**src/rtl/mem_access_unit_if.sv**
```systemverilog
// Request/response and memory bus bundle for mem_access_unit.
// master = CPU datapath plus memory side, slave = the access unit itself.
interface mem_access_unit_if #(
  parameter int ADDR_W = 32
);
  logic              req_valid;
  logic              req_ready;
  logic              req_write;
  logic [1:0]        req_size;
  logic              req_signed;
  logic [ADDR_W-1:0] req_addr;
  logic [31:0]       req_wdata;

  logic              resp_valid;
  logic [31:0]       resp_rdata;
  logic              resp_err;

  logic              memRead;
  logic              memWrite;
  logic [ADDR_W-1:0] address;
  logic [31:0]       WriteData;
  logic [31:0]       ReadData;

  modport master (
    output req_valid, req_write, req_size, req_signed, req_addr, req_wdata,
    input  req_ready,
    input  resp_valid, resp_rdata, resp_err,
    input  memRead, memWrite, address, WriteData,
    output ReadData
  );

  modport slave (
    input  req_valid, req_write, req_size, req_signed, req_addr, req_wdata,
    output req_ready,
    output resp_valid, resp_rdata, resp_err,
    output memRead, memWrite, address, WriteData,
    input  ReadData
  );
endinterface

```
**src/rtl/mem_access_unit.sv**
```systemverilog
// Load/store front-end to a word-wide memory: byte/half/word accesses with
// sign/zero extension, read-modify-write for sub-word stores, error rejection.
module mem_access_unit #(
  parameter int ADDR_W    = 32,
  parameter int MEM_WORDS = 1024
) (
  input  logic             clk,
  input  logic             rst,
  mem_access_unit_if.slave bus
);

  typedef enum logic [2:0] {
    IDLE = 3'd0,
    RD   = 3'd1,
    WR   = 3'd2,
    RESP = 3'd3,
    ERR  = 3'd4
  } state_t;

  localparam logic [ADDR_W:0] ADDR_LIMIT = (ADDR_W+1)'(4 * MEM_WORDS);

  state_t            state_reg;
  state_t            state_next;

  logic              write_reg;
  logic [1:0]        size_reg;
  logic              signed_reg;
  logic [1:0]        lane_reg;
  logic [ADDR_W-1:0] addr_reg;
  logic [31:0]       write_data_reg;
  logic [31:0]       rdata_reg;

  logic              accept;
  logic              misalign;
  logic              range_err;
  logic              req_err;
  logic [31:0]       wdata_rep;
  logic [3:0]        lane_en;
  logic [31:0]       merged;
  logic [7:0]        ld_byte;
  logic [15:0]       ld_half;
  logic [31:0]       load_data;

  assign accept = bus.req_valid && (state_reg == IDLE);

  always_comb begin
    misalign = 1'b0;
    case (bus.req_size)
      2'b00:   misalign = 1'b0;
      2'b01:   misalign = bus.req_addr[0];
      2'b10:   misalign = (bus.req_addr[1:0] != 2'b00);
      default: misalign = 1'b1;
    endcase
  end

  assign range_err = ({1'b0, bus.req_addr} >= ADDR_LIMIT);
  assign req_err   = misalign || range_err;

  // State register
  always_ff @(posedge clk) begin
    if (rst) begin
      state_reg <= IDLE;
    end else begin
      state_reg <= state_next;
    end
  end

  // Next-state logic
  always_comb begin
    state_next = state_reg;
    case (state_reg)
      IDLE: begin
        if (accept) begin
          if (req_err) begin
            state_next = ERR;
          end else if (bus.req_write && (bus.req_size == 2'b10)) begin
            state_next = WR;
          end else begin
            state_next = RD;
          end
        end
      end
      RD:      state_next = write_reg ? WR : RESP;
      WR:      state_next = RESP;
      RESP:    state_next = IDLE;
      ERR:     state_next = IDLE;
      default: state_next = IDLE;
    endcase
  end

  // Store data replicated into every lane; lane_en then picks which lanes win.
  always_comb begin
    wdata_rep = write_data_reg;
    case (size_reg)
      2'b00:   wdata_rep = {4{write_data_reg[7:0]}};
      2'b01:   wdata_rep = {2{write_data_reg[15:0]}};
      default: wdata_rep = write_data_reg;
    endcase
  end

  genvar gi;
  generate
    for (gi = 0; gi < 4; gi++) begin : g_lane
      assign lane_en[gi] = (size_reg == 2'b00) ? (lane_reg == 2'(gi)) :
                           (size_reg == 2'b01) ? (lane_reg[1] == 1'(gi >> 1)) :
                                                 1'b1;
      assign merged[8*gi +: 8] = lane_en[gi] ? wdata_rep[8*gi +: 8]
                                             : bus.ReadData[8*gi +: 8];
    end
  endgenerate

  // Request latch and read-modify-write data path
  always_ff @(posedge clk) begin
    if (rst) begin
      write_reg      <= 1'b0;
      size_reg       <= 2'b00;
      signed_reg     <= 1'b0;
      lane_reg       <= 2'b00;
      addr_reg       <= '0;
      write_data_reg <= 32'h0;
      rdata_reg      <= 32'h0;
    end else begin
      if (accept) begin
        write_reg      <= bus.req_write;
        size_reg       <= bus.req_size;
        signed_reg     <= bus.req_signed;
        lane_reg       <= bus.req_addr[1:0];
        addr_reg       <= {bus.req_addr[ADDR_W-1:2], 2'b00};
        write_data_reg <= bus.req_wdata;
      end
      if (state_reg == RD) begin
        rdata_reg <= bus.ReadData;
        if (write_reg) begin
          write_data_reg <= merged;
        end
      end
    end
  end

  assign ld_byte = rdata_reg[{lane_reg, 3'b000} +: 8];
  assign ld_half = rdata_reg[{lane_reg[1], 4'b0000} +: 16];

  always_comb begin
    load_data = rdata_reg;
    case (size_reg)
      2'b00:   load_data = {{24{signed_reg & ld_byte[7]}}, ld_byte};
      2'b01:   load_data = {{16{signed_reg & ld_half[15]}}, ld_half};
      default: load_data = rdata_reg;
    endcase
  end

  // Output decode; strobes are gated by rst so a reset cycle never writes.
  always_comb begin
    bus.req_ready  = (state_reg == IDLE);
    bus.memRead    = (state_reg == RD) && !rst;
    bus.memWrite   = (state_reg == WR) && !rst;
    bus.resp_valid = (state_reg == RESP) || (state_reg == ERR);
    bus.resp_err   = (state_reg == ERR);
    bus.resp_rdata = ((state_reg == RESP) && !write_reg) ? load_data : 32'h0;
    bus.address    = addr_reg;
    bus.WriteData  = write_data_reg;
  end

endmodule
```
**src/flat_wrapper.sv**
```systemverilog
// flat-port wrapper written by rule: the top's interface ports become plain ports
module mem_access_unit_flat 
#(
  parameter int ADDR_W    = 32,
  parameter int MEM_WORDS = 1024
)
  (clk, rst, bus_req_valid, bus_req_write, bus_req_size, bus_req_signed, bus_req_addr, bus_req_wdata, bus_req_ready, bus_resp_valid, bus_resp_rdata, bus_resp_err, bus_memRead, bus_memWrite, bus_address, bus_WriteData, bus_ReadData);
  mem_access_unit_if #(.ADDR_W(ADDR_W)) bus_i ();
  input  logic clk;
  input  logic rst;
  input wire logic [$bits(bus_i.req_valid)-1:0] bus_req_valid;
  input wire logic [$bits(bus_i.req_write)-1:0] bus_req_write;
  input wire logic [$bits(bus_i.req_size)-1:0] bus_req_size;
  input wire logic [$bits(bus_i.req_signed)-1:0] bus_req_signed;
  input wire logic [$bits(bus_i.req_addr)-1:0] bus_req_addr;
  input wire logic [$bits(bus_i.req_wdata)-1:0] bus_req_wdata;
  output wire logic [$bits(bus_i.req_ready)-1:0] bus_req_ready;
  output wire logic [$bits(bus_i.resp_valid)-1:0] bus_resp_valid;
  output wire logic [$bits(bus_i.resp_rdata)-1:0] bus_resp_rdata;
  output wire logic [$bits(bus_i.resp_err)-1:0] bus_resp_err;
  output wire logic [$bits(bus_i.memRead)-1:0] bus_memRead;
  output wire logic [$bits(bus_i.memWrite)-1:0] bus_memWrite;
  output wire logic [$bits(bus_i.address)-1:0] bus_address;
  output wire logic [$bits(bus_i.WriteData)-1:0] bus_WriteData;
  input wire logic [$bits(bus_i.ReadData)-1:0] bus_ReadData;
  assign bus_i.req_valid = bus_req_valid;
  assign bus_i.req_write = bus_req_write;
  assign bus_i.req_size = bus_req_size;
  assign bus_i.req_signed = bus_req_signed;
  assign bus_i.req_addr = bus_req_addr;
  assign bus_i.req_wdata = bus_req_wdata;
  assign bus_req_ready = bus_i.req_ready;
  assign bus_resp_valid = bus_i.resp_valid;
  assign bus_resp_rdata = bus_i.resp_rdata;
  assign bus_resp_err = bus_i.resp_err;
  assign bus_memRead = bus_i.memRead;
  assign bus_memWrite = bus_i.memWrite;
  assign bus_address = bus_i.address;
  assign bus_WriteData = bus_i.WriteData;
  assign bus_i.ReadData = bus_ReadData;
  mem_access_unit #(.ADDR_W(ADDR_W), .MEM_WORDS(MEM_WORDS)) u_core (.clk(clk), .rst(rst), .bus(bus_i));
endmodule
```
**config.mk**
```make
export PLATFORM = sky130hd
export DESIGN_NAME = mem_access_unit_flat
export DESIGN_NICKNAME = d
export VERILOG_FILES = /design/src/rtl/mem_access_unit_if.sv /design/src/rtl/mem_access_unit.sv /design/src/flat_wrapper.sv
export SDC_FILE = /design/constraint.sdc
export NUM_CORES = 1
export LEC_CHECK = 0
export ABC_CLOCK_PERIOD_IN_PS = 3400
export CORE_ASPECT_RATIO = 1.4
export CORE_UTILIZATION = 40
export CTS_CLUSTER_DIAMETER = 30
export CTS_CLUSTER_SIZE = 20
export DETAILED_ROUTE_END_ITERATION = 16
export GPL_ROUTABILITY_DRIVEN = 1
export GPL_TIMING_DRIVEN = 0
export MAX_ROUTING_LAYER = met4
export PLACE_DENSITY = 0.8
export SLEW_MARGIN = 30
export SYNTH_ARGS = -nofsm -noshare
export SYNTH_HDL_FRONTEND = slang
export SYNTH_SLANG_ARGS = --single-unit
```
**constraint.sdc**
```tcl
create_clock -name clk -period 3.4 [get_ports clk]
set_input_delay 0.51 -clock clk [delete_from_list [all_inputs] [get_ports clk]]
set_output_delay 0.51 -clock clk [all_outputs]
set_load 0.02 [all_outputs]
```
== After elaboration in Yosys (flattened, before gate mapping) ==
Index checks and enable logic that the tools add are counted.

* Bits in registers: 103
* Output and inout bits: 101
* Logic and storage cells: 70

* Order comparisons: 1
* Eq/ne operators: 16
* Shifts and indexed selects: 2
* Multiplexer cells: 22
* Bitwise gates (word level): 3
* Reductions and logical operators: 15

{| class="wikitable"
|+ Operators with widths
! kind !! number
|-
| two-way mux 32 bit || 4
|-
| case mux 32 bit (2 select lines) || 2
|-
| greater-or-equal comparator 32 x 13 -> 1 bit, second input constant || 1
|-
| two-way mux 8 bit || 4
|-
| indexed part select 32 x 6 -> 16 bit || 1
|-
| indexed part select 32 x 6 -> 8 bit || 1
|-
| inequality test 5 bit, second input constant || 2
|-
| case mux 3 bit (3 select lines) || 1
|-
| inequality test 4 bit, second input constant || 2
|-
| two-way mux 1 bit || 7
|-
| equality test 2 x 1 -> 1 bit, second input constant || 3
|-
| equality test 2 bit, second input constant || 3
|-
| equality test 3 x 2 -> 1 bit, second input constant || 2
|-
| logical NOT 2 bit || 3
|-
| two-way mux 3 bit || 2
|-
| logical AND 1 bit || 5
|-
| equality test 3 x 1 -> 1 bit, second input constant || 1
|-
| equality test 3 bit, second input constant || 1
|-
| logical NOT 3 bit || 1
|-
| inequality test 3 bit, second input constant || 1
|-
| case mux 1 bit (3 select lines) || 1
|-
| AND 1 bit || 2
|-
| logical NOT 1 bit || 2
|-
| logical OR 1 bit || 2
|-
| other kinds (5) || 5
|}

== Longest topological paths before layout ==
Gate-level depths: netlist of run 1.

* Depth after elaboration: 6
* Mapped depth: 8

== Worst setup path after synthesis of run 1 ==
No wires, ideal clock.

* Path type: reg2out
* From: register u_core.size_reg[1]
* To: output bus_resp_rdata[7]
* Data arrival time: 2.059 ns
* Path slack: 0.831 ns
* Cell stages (with the launch flop): 6
* Buffers on the path: 3
* Path through: dfxtp_1 buf_2 buf_2 clkbuf_1 nor3_1 a2111oi_0

* Longest elaborated chain between the ends: 3
* Elaborated cells on any way between the ends: 4

{| class="wikitable"
|+ Ends and longest elaborated chain
! item !! RTL line !! RTL
|-
| start: declaration || mem_access_unit.sv:26 || <nowiki>logic [1:0] size_reg;</nowiki>
|-
| start signal: assignment || mem_access_unit.sv:125 || <nowiki>size_reg <= bus.req_size;</nowiki>
|-
| equality test 2 x 1 -> 1 bit or logical NOT 2 bit (tied branches) || mem_access_unit.sv:145 || <nowiki>case (size_reg)</nowiki>
|-
| case mux 32 bit (2 select lines) (*) || mem_access_unit.sv:145 ||
|-
| two-way mux 32 bit (*) || mem_access_unit.sv:159 || <nowiki>bus.resp_rdata = ((state_reg == RESP) && !write_reg) ? load_data : 32'h0;</nowiki>
|-
| end: declaration || flat_wrapper.sv:19 || <nowiki>output wire logic [$bits(bus_i.resp_rdata)-1:0] bus_resp_rdata;</nowiki>
|}

Every way passes the cells marked *; elsewhere a longest branch is shown, timed or not.

== Worst setup path after layout of run 1 ==
* From: register u_core.state_reg[2]
* To: output bus_resp_rdata[7]

* Longest elaborated chain between the ends: 3

{| class="wikitable"
|+ Ends and longest elaborated chain
! item !! RTL line !! RTL
|-
| start: declaration || mem_access_unit.sv:22 || <nowiki>state_t state_reg;</nowiki>
|-
| start signal: assignment || mem_access_unit.sv:64 || <nowiki>state_reg <= state_next;</nowiki>
|-
| equality test 3 x 2 -> 1 bit || mem_access_unit.sv:159 ||
|-
| logical AND 1 bit || mem_access_unit.sv:159 ||
|-
| two-way mux 32 bit || mem_access_unit.sv:159 ||
|}

Every way passes these cells.

==> run summary, run 1 <==
======================================================================================
Number of antenna violations at the first check in global routing                    0
Met3 WL                                                                        1360 um
Grt ovf                                                                              0
Total of fill cells in the finished design                                       1,070
Count of flip-flops with a built-in enable after synthesis                           0
Sinks on Clock Net                                                                 103
Die extent in x                                                                96.9 um
Endpoint of the worst hold-timing path                                    u_core.bus.address[12]
Unique masters post-synth                                                           56
Capture point of the worst reg-to-reg path                                u_core.bus.WriteData[26]
Fraction of final layout cells with drive strength greater than 1               0.0708
Fraction of post-synthesis cell area in the top cell type by area                0.409
Synth cell count leaders                                                  nand2_1, dfxtp_1, a21oi_1
Ys flop type                                                                   dfxtp_1
Maximum capacitance violations                                                       0
Wirelength per Cell                                                            18.5 um
Count of TritonRoute iterations in the first routing pass                            9
Final setup violation count                                                          0
Worst hold path cell count                                                           2
Top post-synthesis cells by area                                          dfxtp_1, nand2_1, a21oi_1, mux2i_1, a22oi_1
Yosys top cell by area                                                         dfxtp_1
Fraction of power spent switching nets                                           0.277
Number of buffer cells added on primary ports                                      201
Clock skew                                                                  0.00872 ns
Routability congestion estimate                                                  0.975
Most frequently used cell type in the post-synthesis netlist                   nand2_1
Average cell area after synthesis                                            7.83 um^2
Total number of vias                                                             5,723
Worst-case vdd ir drop                                                        0.257 mV
Antenna cell count                                                                   0
Setup repair after global routing missed its margin                              false
Fraction of the mapped netlist area in compound gates                            0.267
M1 WL                                                                          7130 um
Xor/xnor share of the synthesized area                                               0
Maximum level of the CTS H-tree                                                      3
Yosys warnings                                                                       0
Worst-case reg-to-reg path depth                                                     5
Antenna viol nets, final                                                             0
Final std cell area, no fill                                                 7560 um^2
Master cell of the clock root buffer                                         clkbuf_16
Beginning of the worst hold path                                          u_core.bus.address[12]
Maximum root-to-sink buffer count                                                    2
Clock buffers created by TritonCTS                                                   9
Lkg Pwr                                                                        2.74 nW
Post-CTS Repair Setup Buffers                                                        0
Min Clock Period, post-route                                                   3.24 ns
NetSw                                                                         0.808 mW
Via density per instance                                                          5.66
Cell count after synthesis                                                         644
Portion of total power attributed to sequential cells                            0.447
Area of the core region                                                    12,300 um^2
Capturing element type of the critical path                               primary output
Type of the worst setup path                                                reg -> out
Area after DPL                                                               7250 um^2
Iteration-0 DRC count of the detailed router                                       445
Dominant combinational cell family by area after synthesis                compound AO/OA/AOI/OAI gates
Hold slack                                                                    0.453 ns
Transition time at the pin with the least slew margin                         0.741 ns
Async S/R FF share, synth                                                            0
Fraction of the cycle the final worst path needs                                 0.954
Worst endpoint required time                                                   2.89 ns
Arrival time worst endpoint                                                    2.73 ns
Detailed-placement wirelength estimate                                       14,600 um
Net count of the finished layout                                                   960
Simple logic cell fraction of the synthesized area                               0.227
Status                                                                    finished clean
Share of the yosys chip area belonging to registers                              0.409
Final setup TNS                                                                   0 ns
Global-route total usage across every layer                                      0.289
Maximum number of pins on one net before global-route repair                        18
Internal power contribution                                                    2.11 mW
Flip-flop and latch count after synthesis                                          103
Clock latency reported for the late side of the worst-skew pair                0.35 ns
Area share of fa/ha/maj cells after synthesis                                        0
Maximum fanout count along the critical path                                        10
Startpoint of the worst-slack reg-to-reg timing path                      u_core.lane_reg[1]
Clk network pwr share                                                            0.359
Detailed route wirelength on metal2                                            9270 um
Class of the most critical hold timing path                                 reg -> reg
Max-slew violation count                                                             0
Relative contribution of combinational cells to total power                      0.194
Type of origin of the critical path                                           register
Die height                                                                      135 um
Relative max-transition margin                                                   0.503
Number of primary I/O pins                                                         204
DRC violations left                                                                  0
First-pass GRT wire length                                                   29,000 um
Post-synthesis mux area share                                                   0.0385
Final Hold Violating Endpoints                                                       0
Number of placement rows                                                            48
Top layer reached by signal wires                                                 met4
CTS tree                                                                          done
DRT Wirelength                                                               18,700 um
DIE AREA                                                                   13,100 um^2
Layout overhead on the synthesized area                                          49.9%
Maximum clock rate                                                             308 MHz
Internal reg-to-reg setup slack                                                1.39 ns
Vias in the first global route                                                   5,515
Clock slew at the register clock pins of the worst setup and hold paths        0.07 ns
Cell area after technology mapping                                           5040 um^2
Initial Util                                                                     0.410
Pwr dens                                                                   387 nW/um^2
======================================================================================
[power by group through the flow]
stage / Sequential (mW) / Combinational [mW] / Clock [mW]
after floorplan: 1.38 / 0.201 / 0
after global placement: 1.33 / 0.554 / 0
after detailed placement: 1.33 / 0.558 / 0
after CTS: 1.30 / 0.562 / 1.06
after global routing: 1.31 / 0.603 / 1.10
final: 1.31 / 0.567 / 1.05
[critical path, stage by stage, from the launching register on]
cell and delay (ns):
dfxtp_1 0.30, buf_2 0.16, nand4bb_1 0.31, clkbuf_1 0.32, a2111oi_1 0.58, clkdlybuf4s50_1 0.71
[cell usage in the layout, fill, tap and decap left out, types with 4 or more instances in the layout]
cell type	Yosys	final
inv_1	5	5
a221oi_1	6	6
a22o_1	7	7
clkbuf_1	27	26
o22ai_1	9	9
o31ai_1	5	5
o21a_1	4	4
o2bb2ai_1	6	6
mux2i_1	16	16
clkdlybuf4s50_1	0	201
a32oi_1	5	5
o21ai_0	6	6
dfxtp_1	103	103
nor2_1	27	24
nor3_1	16	16
nor4_1	14	14
a21oi_1	89	89
o221ai_1	9	9
a222oi_1	4	4
o211a_1	4	4
buf_2	17	17
nand2b_1	4	4
nor2_2	1	4
nand2_1	184	184
clkbuf_16	0	9
a32o_1	6	6
a22oi_1	16	16
buf_4	4	4
[area by class of cell]
type / count / area (um^2) / share of cell area
clock inverters: 6 / 70.1 / 0.00927
flip-flops and latches: 103 / 2060 / 0.273
clock buffers: 10 / 229 / 0.0303
repair buffers: 201 / 2010 / 0.266
well taps: 150 / 188 / 0.0248
inverters: 7 / 26.3 / 0.00348
plain buffers: 55 / 269 / 0.0356
multi-input cells: 480 / 2700 / 0.357
[layer usage]
layer  up-vias  track usage
li1       2743            -
met4         0        0.137
met5         -            -
met3        69       0.0549
met2       296        0.495
met1      2615        0.325
[metrics by stage]
stage          power, mW  instances  setup slack (ns)  utilization
2_1_floorplan       1.58        645             0.831            -
3_3_place_gp        1.88        996             0.109        0.589
3_5_place_dp        1.89        996            0.0989        0.589
4_1_cts             2.92       1012            0.0987        0.613
5_1_grt             3.01       1012            0.0640        0.614
6_report            2.92       1012             0.158        0.614
[logic make-up (layout without fill, tap and decap cells)]
family / after synthesis / count (layout)
multiplexers: 18 / 18
AO/OA/AOI/OAI: 194 / 194
other: 1 / 2
AND/OR/NAND/NOR: 266 / 266
flip-flops: 103 / 103
buffers and inverters: 62 / 279
[worst max-delay path by stage]
stage | start | endpoint | slack [ns] | cells after the start
4_1_cts | u_core.lane_reg[1] | bus_resp_rdata[7] | 0.1 | 5
6_report | u_core.state_reg[2] | bus_resp_rdata[7] | 0.16 | 5
5_1_grt | u_core.lane_reg[1] | bus_resp_rdata[13] | 0.06 | 6
2_1_floorplan | u_core.size_reg[1] | bus_resp_rdata[7] | 0.83 | 5
3_3_place_gp | rst | bus_memWrite | 0.11 | 5
3_5_place_dp | rst | bus_memWrite | 0.1 | 5
[timing repair]
item | 4_1_cts | 5_1_grt
resized for setup | 1 | 8
pin swaps | 0 | 0
hold buffers | 0 | 0
endpoints found under the setup margin | 1 | 12
No activity file was read; power rests on OpenSTA's default activity.
==> inputs of run 2 (changes only) <==
--- a/config.mk
+++ b/config.mk
@@ -5,7 +5,7 @@
 export SDC_FILE = /design/constraint.sdc
 export NUM_CORES = 1
 export LEC_CHECK = 0
-export ABC_CLOCK_PERIOD_IN_PS = 3400
+export ABC_CLOCK_PERIOD_IN_PS = 3900
 export CORE_ASPECT_RATIO = 1.4
 export CORE_UTILIZATION = 40
 export CTS_CLUSTER_DIAMETER = 30
==> constraint.sdc (replaced) <==
create_clock -name clk -period 3.9 [get_ports clk]
set_input_delay 0.585 -clock clk [delete_from_list [all_inputs] [get_ports clk]]
set_output_delay 0.585 -clock clk [all_outputs]
set_load 0.02 [all_outputs]
==> run 2 against run 1 <==
  * Clock power down 13%
  * Sequential power down 13%
  * Final area down 0.17%
  * Register-to-register slack better by 0.46 ns
  * Critical endpoint unchanged
  * Largest cell class unchanged
==> run summary, run 2 (synthesized netlist as in run 1, its figures left out) <==
========================================================================================
Status                                                                      finished clean
Vias in the first global route                                                     5,515
Count of TritonRoute iterations in the first routing pass                              7
Critical path's slowest cell                                                clkdlybuf4s50_1
First-pass GRT wire length                                                     29,000 um
Worst-case reg-to-reg path depth                                                       5
Number of stages on the worst setup path                                               5
Antenna cell count                                                                     0
Wirelength per Cell                                                              18.5 um
Total of fill cells in the finished design                                         1,070
Maximum level of the CTS H-tree                                                        3
Maximum number of pins on one net before global-route repair                          18
Commonest cells after routing, fill and taps aside                          clkdlybuf4s50_1, nand2_1, dfxtp_1, a21oi_1, clkbuf_1
Maximum capacitance violations                                                         0
Type of origin of the critical path                                             register
Post-CTS Repair Setup Buffers                                                          0
Clock skew                                                                    0.00729 ns
Transition time at the pin with the least slew margin                           0.765 ns
Class of the most critical hold timing path                                   reg -> reg
Sequence of cells on the critical path                                      buf_2 -> buf_1 -> o22ai_1 -> a2111oi_0 -> clkdlybuf4s50_1
Master cell of the clock root buffer                                           clkbuf_16
Pwr dens                                                                     337 nW/um^2
Setup repair after global routing missed its margin                                false
Number of primary I/O pins                                                           204
Maximum clock rate                                                               278 MHz
CTS tree                                                                            done
Iteration-0 DRC count of the detailed router                                         408
Final setup violation count                                                            0
Area of the core region                                                      12,300 um^2
Die height                                                                        135 um
Min Clock Period, post-route                                                     3.60 ns
DRC violations left                                                                    0
Maximum fanout count along the critical path                                          10
Final setup TNS                                                                     0 ns
Global-route total usage across every layer                                        0.289
Post-CTS Resized                                                                       0
Fraction of final layout cells with drive strength greater than 1                 0.0638
Biggest cell delay along the critical path                                       0.73 ns
Worst-case vdd ir drop                                                          0.234 mV
Final Hold Violating Endpoints                                                         0
Total number of vias                                                               5,727
Routability congestion estimate                                                    0.975
Antenna viol nets, final                                                               0
Number of placement rows                                                              48
Leading cell type in the layout, fill and taps excluded                     clkdlybuf4s50_1
Clock slew at the register clock pins of the worst setup and hold paths          0.07 ns
Layout overhead on the synthesized area                                            49.6%
Number of antenna violations at the first check in global routing                      0
Die extent in x                                                                  96.9 um
Number of buffer cells added on primary ports                                        201
Detailed-placement wirelength estimate                                         14,600 um
Max-slew violation count                                                               0
Grt ovf                                                                                0
Relative max-transition margin                                                     0.487
Final cell utilization of the core                                                 0.613
Worst endpoint required time                                                     3.31 ns
Fraction of the cycle the final worst path needs                                   0.923
Category of cells accounting for the largest share of critical-path delay   buffers and inverters
Arrival time worst endpoint                                                      3.01 ns
Lkg Pwr                                                                          2.74 nW
Maximum root-to-sink buffer count                                                      2
Clock latency reported for the late side of the worst-skew pair                  0.34 ns
Buffer and inverter count on the worst path                                            3
Clock buffers created by TritonCTS                                                     9
Sinks on Clock Net                                                                   103
DRT Wirelength                                                                 18,800 um
Hold bufs inserted after CTS                                                           0
Multi-input gate area                                                          2690 um^2
DIE AREA                                                                     13,100 um^2
Worst hold path cell count                                                             2
Type of the worst setup path                                                  reg -> out
Net count of the finished layout                                                     960
Register area                                                                  2060 um^2
Via density per instance                                                            5.66
Capturing element type of the critical path                                 primary output
Initial Util                                                                       0.410
========================================================================================
## run 2: through the flow
| step | cells | power [mW] | setup slack [ns] | hold WS [ns] | cell area (um^2) |
|---|---|---|---|---|---|
| after floorplan | 645 | 1.38 | 1.26 | 0.436 | 5050 |
| after global placement | 996 | 1.64 | 0.459 | 0.441 | 7250 |
| after detailed placement | 996 | 1.65 | 0.449 | 0.446 | 7250 |
| after CTS | 1012 | 2.55 | 0.418 | 0.455 | 7540 |
| after global routing | 1012 | 2.62 | 0.243 | 0.479 | 7540 |
| final | 1012 | 2.55 | 0.302 | 0.453 | 7540 |
## run 2: power by group
| group | switching, mW | internal (mW) |
|---|---|---|
| clock network | 0.411 | 0.503 |
| registers | 0.0407 | 1.10 |
| logic | 0.253 | 0.240 |
## run 2: path summary, 6_finish.rpt
| check | startpoint | endpoint | slack (ns) |
|---|---|---|---|
| worst max-delay path | u_core.lane_reg[1] | bus_resp_rdata[7] | 0.30 |
| worst min-delay path | u_core.bus.address[12] | u_core.bus.address[12] | 0.45 |
| worst min register to register | u_core.bus.address[12] | u_core.bus.address[12] | 0.45 |
| worst max register to register | u_core.lane_reg[1] | u_core.bus.WriteData[26] | 1.85 |
## run 2: worst min-delay path, delay by kind of cell (launching register included)
kind | cells | cell delay, ns
AOI/OAI and AO/OA | 1 | 0.05
DFF | 1 | 0.31
and+or+nand+nor | 1 | 0.05
## run 2: routing by layer
metal  part of all wire  track usage  up-vias
met5                  0            -        -
li1                   -            -     2738
met2               0.50        0.495      302
met4              0.044        0.137        0
met1               0.38        0.325     2629
met3              0.076       0.0549       58
## run 2: final cells by class
class / instances / share of cell area
multi-input combinational: 480 / 0.357
tap: 150 / 0.0249
clock inverter: 6 / 0.00929
sequential: 103 / 0.273
buffer: 55 / 0.0352
inverter: 7 / 0.00348
timing repair buffer: 201 / 0.267
clock buffer: 10 / 0.0303
==> inputs of run 3 (changes only) <==
--- a/config.mk
+++ b/config.mk
@@ -15,7 +15,6 @@
 export GPL_TIMING_DRIVEN = 0
 export MAX_ROUTING_LAYER = met4
 export PLACE_DENSITY = 0.8
-export SLEW_MARGIN = 30
 export SYNTH_ARGS = -nofsm -noshare
 export SYNTH_HDL_FRONTEND = slang
 export SYNTH_SLANG_ARGS = --single-unit
==> results of run 3 <==
No change in the layout: final DEF, timing and power equal those of run 2.
